[config.mk]
export PLATFORM = sky130hd
export DESIGN_NAME = ifid_skid_reg
export DESIGN_NICKNAME = d
export VERILOG_FILES = /design/src/rtl/ifid_skid_reg.sv
export SDC_FILE = /design/constraint.sdc
export NUM_CORES = 1
export LEC_CHECK = 0
export ABC_AREA = 0
export BUFFER_PORTS_ARGS = -buffer_cell sky130_fd_sc_hd__buf_2
export CORE_AREA = 4 4 99 101
export CTS_BUF_LIST = sky130_fd_sc_hd__clkbuf_4 sky130_fd_sc_hd__clkbuf_8 sky130_fd_sc_hd__clkbuf_16
export DETAILED_ROUTE_END_ITERATION = 10
export DIE_AREA = 0 0 103 105
export HOLD_SLACK_MARGIN = 0.05
export PLACE_DENSITY = 0.79
export SLEW_MARGIN = 20
export SYNTH_ARGS = -nofsm -noshare
export SYNTH_HDL_FRONTEND = slang
export SYNTH_SLANG_ARGS = --single-unit
export TNS_END_PERCENT = 1
[constraint.sdc]
create_clock -name clk -period 3.8 [get_ports clk]
set_input_delay 0.19 -clock clk [delete_from_list [all_inputs] [get_ports clk]]
set_output_delay 0.19 -clock clk [all_outputs]
set_load 0.1 [all_outputs]
[src/rtl/ifid_skid_reg.sv]
// IF/ID boundary register: valid/ready on both sides, two-entry skid, synchronous flush.
// Latency: one cycle from accept to out_valid; full throughput with out_ready held high.
// Backpressure: in_ready (a register bit) drops the cycle after skid fills; skid holds the in-flight entry.
module ifid_skid_reg #(
  parameter int                 INSTR_W   = 16,
  parameter int                 PC_W      = 16,
  parameter logic [INSTR_W-1:0] NOP_INSTR = INSTR_W'(16'h0800)
) (
  input  logic               clk,
  input  logic               rst,
  input  logic               flush,
  input  logic               in_valid,
  output logic               in_ready,
  input  logic [INSTR_W-1:0] in_instr,
  input  logic [PC_W-1:0]    in_curr_pc,
  input  logic [PC_W-1:0]    in_next_pc,
  output logic               out_valid,
  input  logic               out_ready,
  output logic [INSTR_W-1:0] out_instr,
  output logic [PC_W-1:0]    out_curr_pc,
  output logic [PC_W-1:0]    out_next_pc
);

  // One pipeline entry as carried across the boundary.
  typedef struct packed {
    logic [INSTR_W-1:0] instr;
    logic [PC_W-1:0]    curr_pc;
    logic [PC_W-1:0]    next_pc;
  } entry_t;

  // Contents of an empty slot: decode sees a NOP with zeroed PCs.
  localparam entry_t BUBBLE = '{instr: NOP_INSTR, curr_pc: '0, next_pc: '0};

  // State encoding is {main_valid, skid_valid}, so the valid bits fall out of the state flops.
  typedef enum logic [1:0] {
    EMPTY = 2'b00,
    ONE   = 2'b10,
    FULL  = 2'b11
  } state_t;

  state_t state;
  entry_t main_q;
  entry_t skid_q;
  entry_t in_ent;
  logic   in_fire;
  logic   out_fire;

  assign in_ent = '{instr: in_instr, curr_pc: in_curr_pc, next_pc: in_next_pc};

  // Outputs come straight from flops; no input reaches an output combinationally.
  assign out_valid   = state[1];
  assign in_ready    = ~state[0];
  assign out_instr   = main_q.instr;
  assign out_curr_pc = main_q.curr_pc;
  assign out_next_pc = main_q.next_pc;

  // A flush cycle never accepts the offered entry.
  assign in_fire  = in_valid & in_ready & ~flush;
  assign out_fire = out_valid & out_ready;

  // Slot/state update: reset, then flush, then the normal handshake transitions.
  always_ff @(posedge clk or posedge rst) begin
    if (rst) begin
      state  <= EMPTY;
      main_q <= BUBBLE;
      skid_q <= BUBBLE;
    end else if (flush) begin
      // Redirect: everything held is dead; a same-cycle out_fire was already consumed by decode.
      state  <= EMPTY;
      main_q <= BUBBLE;
      skid_q <= BUBBLE;
    end else begin
      case (state)
        EMPTY: begin
          if (in_fire) begin
            state  <= ONE;
            main_q <= in_ent;
          end
        end
        ONE: begin
          if (in_fire && out_fire) begin
            main_q <= in_ent;
          end else if (in_fire) begin
            // Decode stalled: park the new entry behind main and stop accepting.
            state  <= FULL;
            skid_q <= in_ent;
          end else if (out_fire) begin
            state  <= EMPTY;
            main_q <= BUBBLE;
          end
        end
        FULL: begin
          // in_ready is low here, so only a pop can move things.
          if (out_fire) begin
            state  <= ONE;
            main_q <= skid_q;
            skid_q <= BUBBLE;
          end
        end
        default: begin
          state  <= EMPTY;
          main_q <= BUBBLE;
          skid_q <= BUBBLE;
        end
      endcase
    end
  end

endmodule
# Word level (Yosys, flattened, before mapping)
# Index checks and enable logic that the tools add are counted.
# word_totals
ff_bits	98
out_inout_bits	50
wordCells	44
# op_classes
n_eq_ne	10
n_mux	17
bitwise	5
reduce_logical	5
# ops
op	count
$mux 48	8
$pmux 48 s3	2
$mux 2	6
$ne 3x3->1 const B	4
$ne 4x4->1 const B	3
$reduce_and 4->1	3
$pmux 2 s3	1
$eq 2x2->1 const B	2
$and 1x1->1	3
$logic_not 2->1	1
$ne 2x2->1 const B	1
$not 1->1	2
$logic_and 1x1->1	1

# Depth between registers and ports, before layout
# depth
word_depth	7
ltp_mapped	9

# Worst setup path after synthesis
# Ideal clock, no wire load.
# synth_timing
path_kind	register to register
from	reg state[1]
to	reg skid_q[0] (netlist name)
arrival_time_ns	2.346
required_ns	3.721
slack_ns	1.374
stages_incl_launch_ff	10
path_cell_list	dfrtp_1 -> inv_1 -> ha_1 -> clkbuf_1 -> a21oi_1 -> a21o_1 -> clkbuf_2 -> buf_6 -> buf_6 -> mux2i_1
# synth_via
elab_chain_len	4
word_cells_on_any_way	12
classes_between	eq/ne: 6; mux: 2; bitwise: 1; reduce/logical: 3
# synth_rtl
item	line	source
start, declared	41	state_t state;
start signal, assigned	64	state <= EMPTY;
start signal, assigned	69	state <= EMPTY;
start signal, assigned	76	state <= ONE;
$and 1x1->1	59	assign out_fire = out_valid & out_ready;
$logic_and 1x1->1	81	if (in_fire && out_fire) begin
$ne 3x3->1 (no line)	-	
$reduce_and 4->1 (no line)	-	
end signal, assigned	86	skid_q <= in_ent;
end, declared	43	entry_t skid_q;
# Several ways; a longest one is shown, not always the timed one.
# A chain may end at the register's enable or synchronous reset.

# Worst setup path in the final report
# layout_timing
from	reg state[1]
to	reg skid_q[8] (netlist name)
# Same word-level chain as after synthesis.

==> impl_metrics.json <==
{
  "syn_to_final_growth_pct": 15.00,
  "drive_above_1_share_pct": 25.32,
  "num_vias": 3742,
  "async_flop_share_pct": 100.0,
  "status": "complete, no violations",
  "setup_viol": 0,
  "numCtsBuffers": 9,
  "crit_type": "flop to flop",
  "gp_congestion": 0.8846,
  "cts_resized": 0,
  "ys_warn_count": 0,
  "design.die.area_um2": 10820,
  "max_slew_margin_pct": 37.48,
  "grt_pass1_wl_mm": 17.99,
  "synth.distinct_cells": 32,
  "yosysSeqAreaShare_pct": 50.74,
  "grt_pass1_vias": 3827,
  "diodes": 0,
  "antenna_found_initial": 0,
  "drt_first_pass_iters": 4,
  "drtIter0Drc": 137,
  "final_max_slew_viol_count": 0,
  "power_density_nw_per_um2": 823.1,
  "peakVddDrop_uv": 541.1,
  "ff_latch_area_um2": 2455,
  "worst_path_max_delay_cell": "dfrtp_1",
  "grt_util_met2_pct": 31.99,
  "synth_area_leaders": "dfrtp_1 50%, mux2i_1 10%, a22o_1 8.7%, o2bb2ai_1 8.5%, a21oi_1 5.1%",
  "clock_skew_ns": 0.01191,
  "grt_util_met1_pct": 28.56,
  "cts_buffer_depth": 2,
  "synth-edff-count": 0,
  "tightest_slew_ns": 0.9345,
  "start_util_pct": 53.63,
  "n_fill_cell": 726,
  "cp_max_fo": 31,
  "crit_arrival_ns": 2.80,
  "final_antenna_net_count": 0,
  "tritoncts": "built",
  "postCtsSetupBuffers": 0,
  "io_buffers": 102,
  "fmax_ghz": 0.3956,
  "grt.busiest_layer": "met2",
  "cts-root-buf": "clkbuf_8",
  "path_clk_slew_ns": 0.09,
  "syn_nets": 514,
  "max_stage_delay_ns": 0.47,
  "synthCells": 457,
  "start_kind": "flop",
  "syn_area_per_cell_um2": 10.59,
  "die_h_um": 105,
  "hpwl_mm": 7.390,
  "netlist.area_leader.share_pct": 49.65,
  "grt_start_max_net_pins": 55,
  "utilization_pct": 61.68,
  "hold_buffers": 1,
  "maxCapViolCount": 0,
  "synth_seq_cells": 98,
  "fin_crit_sh_pct": 66.53,
  "critPathMostFrequentCell": "buf_4",
  "rrSetupSlack_ns": 1.27,
  "fin_nets": 597,
  "io_pins": 103,
  "grt_overflow": 0,
  "hold_viol": 0,
  "leakagePower_nw": 2.817,
  "rsz0062_at_grt": "no",
  "cts_sinks": 98,
  "multi_input_area_um2": 1994,
  "met3_usage_pct": 4.873,
  "die_w_um": 103,
  "postSynth.topFlopCell": "dfrtp_1",
  "crit_required_ns": 4.07,
  "fin_tns_setup_ns": 0,
  "endpoint_kind": "flop",
  "via_per_inst": 5.704,
  "rows": 35,
  "drt-total-wl_mm": 10.92,
  "drc_errors": 0,
  "ctsHtreeMaxLevel": 3,
  "clk_latency_ns": 0.35,
  "min-delay-path-class": "input port to flop",
  "synth_top_area_cell": "dfrtp_1",
  "wl_per_cell_um": 16.65,
  "finalCriticalPeriod_ns": 2.528,
  "core_area_um2": 9021,
  "worstPathCellList": "inv_1 -> ha_2 -> buf_4 -> a21oi_1 -> a21o_2 -> buf_4 -> mux2i_1",
  "synth_area_um2": 4838,
  "grt_use_total_pct": 20.48
}
## routing by layer
layer	up-vias	wire length, µm	part of all wire (%)
met3	24	585	5.4
met5	-	0	0
met4	0	197	1.8
met2	107	5234	48
met1	1823	4904	45
li1	1788	-	-
## metrics by stage
stage | setup slack, ns | power (mW) | instance area (µm²) | hold slack, ns | instances
after CTS | 1.279 | 4.604 | 5564 | 0.07899 | 656
after floorplan | 1.051 | 3.509 | 4838 | 0.3271 | 457
final | 1.272 | 4.580 | 5564 | 0.09227 | 656
after global routing | 1.018 | 4.804 | 5564 | 0.08530 | 656
after global placement | 1.376 | 3.879 | 5349 | 0.3226 | 639
after detailed placement | 1.273 | 3.915 | 5349 | 0.3330 | 639
## cell type report
class                      instances  area share (%)
sequential                        98           44.12
multi-input combinational        270           35.84
timing repair buffer             111           10.43
inverter                          50           3.418
clock buffer                      12           2.743
tap                              111           2.496
clock inverter                     4          0.9445
## worst paths after layout
check | cells past startpoint | endpoint | start
worst max-delay path | 7 | skid_q[8] | state[1]
worst min-delay path | 3 | skid_q[1] | in_next_pc[1]
worst max register to register | 7 | skid_q[8] | state[1]
worst min register to register | 1 | out_curr_pc[9] | out_curr_pc[9]
max in group asynchronous | 4 | state[1] | rst
min in group asynchronous | 3 | out_next_pc[2] | rst
## report_power, final
group,internal [mW],switching [mW],total (mW)
sequential,1.31,0.158,1.47
clock,0.337,0.343,0.680
combinational,0.530,1.90,2.43
total,2.18,2.40,4.58
## synth_stat cells (all sizes together) (2+ instances only)
master    n
buf      26
inv      50
o2bb2ai  47
nor2      3
ha        4
nand2    51
mux2i    49
nand2b    3
a22o     48
dfstp     2
and2b     2
clkbuf   13
dfrtp    96
a21oi    49
## kinds of logic after synthesis
logic type,after synthesis,share of synthesized area (%)
and+or+nand+nor,64,5.689
buffers and inverters,89,8.378
xor gates and xnor gates,1,0.1811
AOI/OAI and AO/OA,151,23.61
DFF,98,50.74
adders and majority gates,4,1.034
muxes,50,10.37
## state kept, by name (all words and copies together) (netlist names)
signal and flops:
out_curr_pc 16, out_instr 16, out_next_pc 16, skid_q 48
state 2
## cells in the final DEF, fill, tap and decap left out, types with 2 or more instances in the layout
cell type,instances
buf_4,8
nand2b_1,2
clkbuf_4,2
inv_1,49
dfstp_2,2
nor2_1,2
a21oi_1,49
a22o_1,48
clkinvlp_4,3
ha_2,2
nand2_1,50
dfrtp_1,96
ha_1,2
buf_2,102
and2b_1,2
mux2i_1,49
o2bb2ai_1,47
clkbuf_8,10
## critical path: cells and delay by family, from the launching register on
kind | cells | cell delay [ns]
flip-flops | 1 | 0.47
buffers and inverters | 3 | 0.82
AO/OA/AOI/OAI | 2 | 0.56
multiplexers | 1 | 0.24
adder cells (fa/ha/maj) | 1 | 0.34
Power figures use the tool's default switching activity.
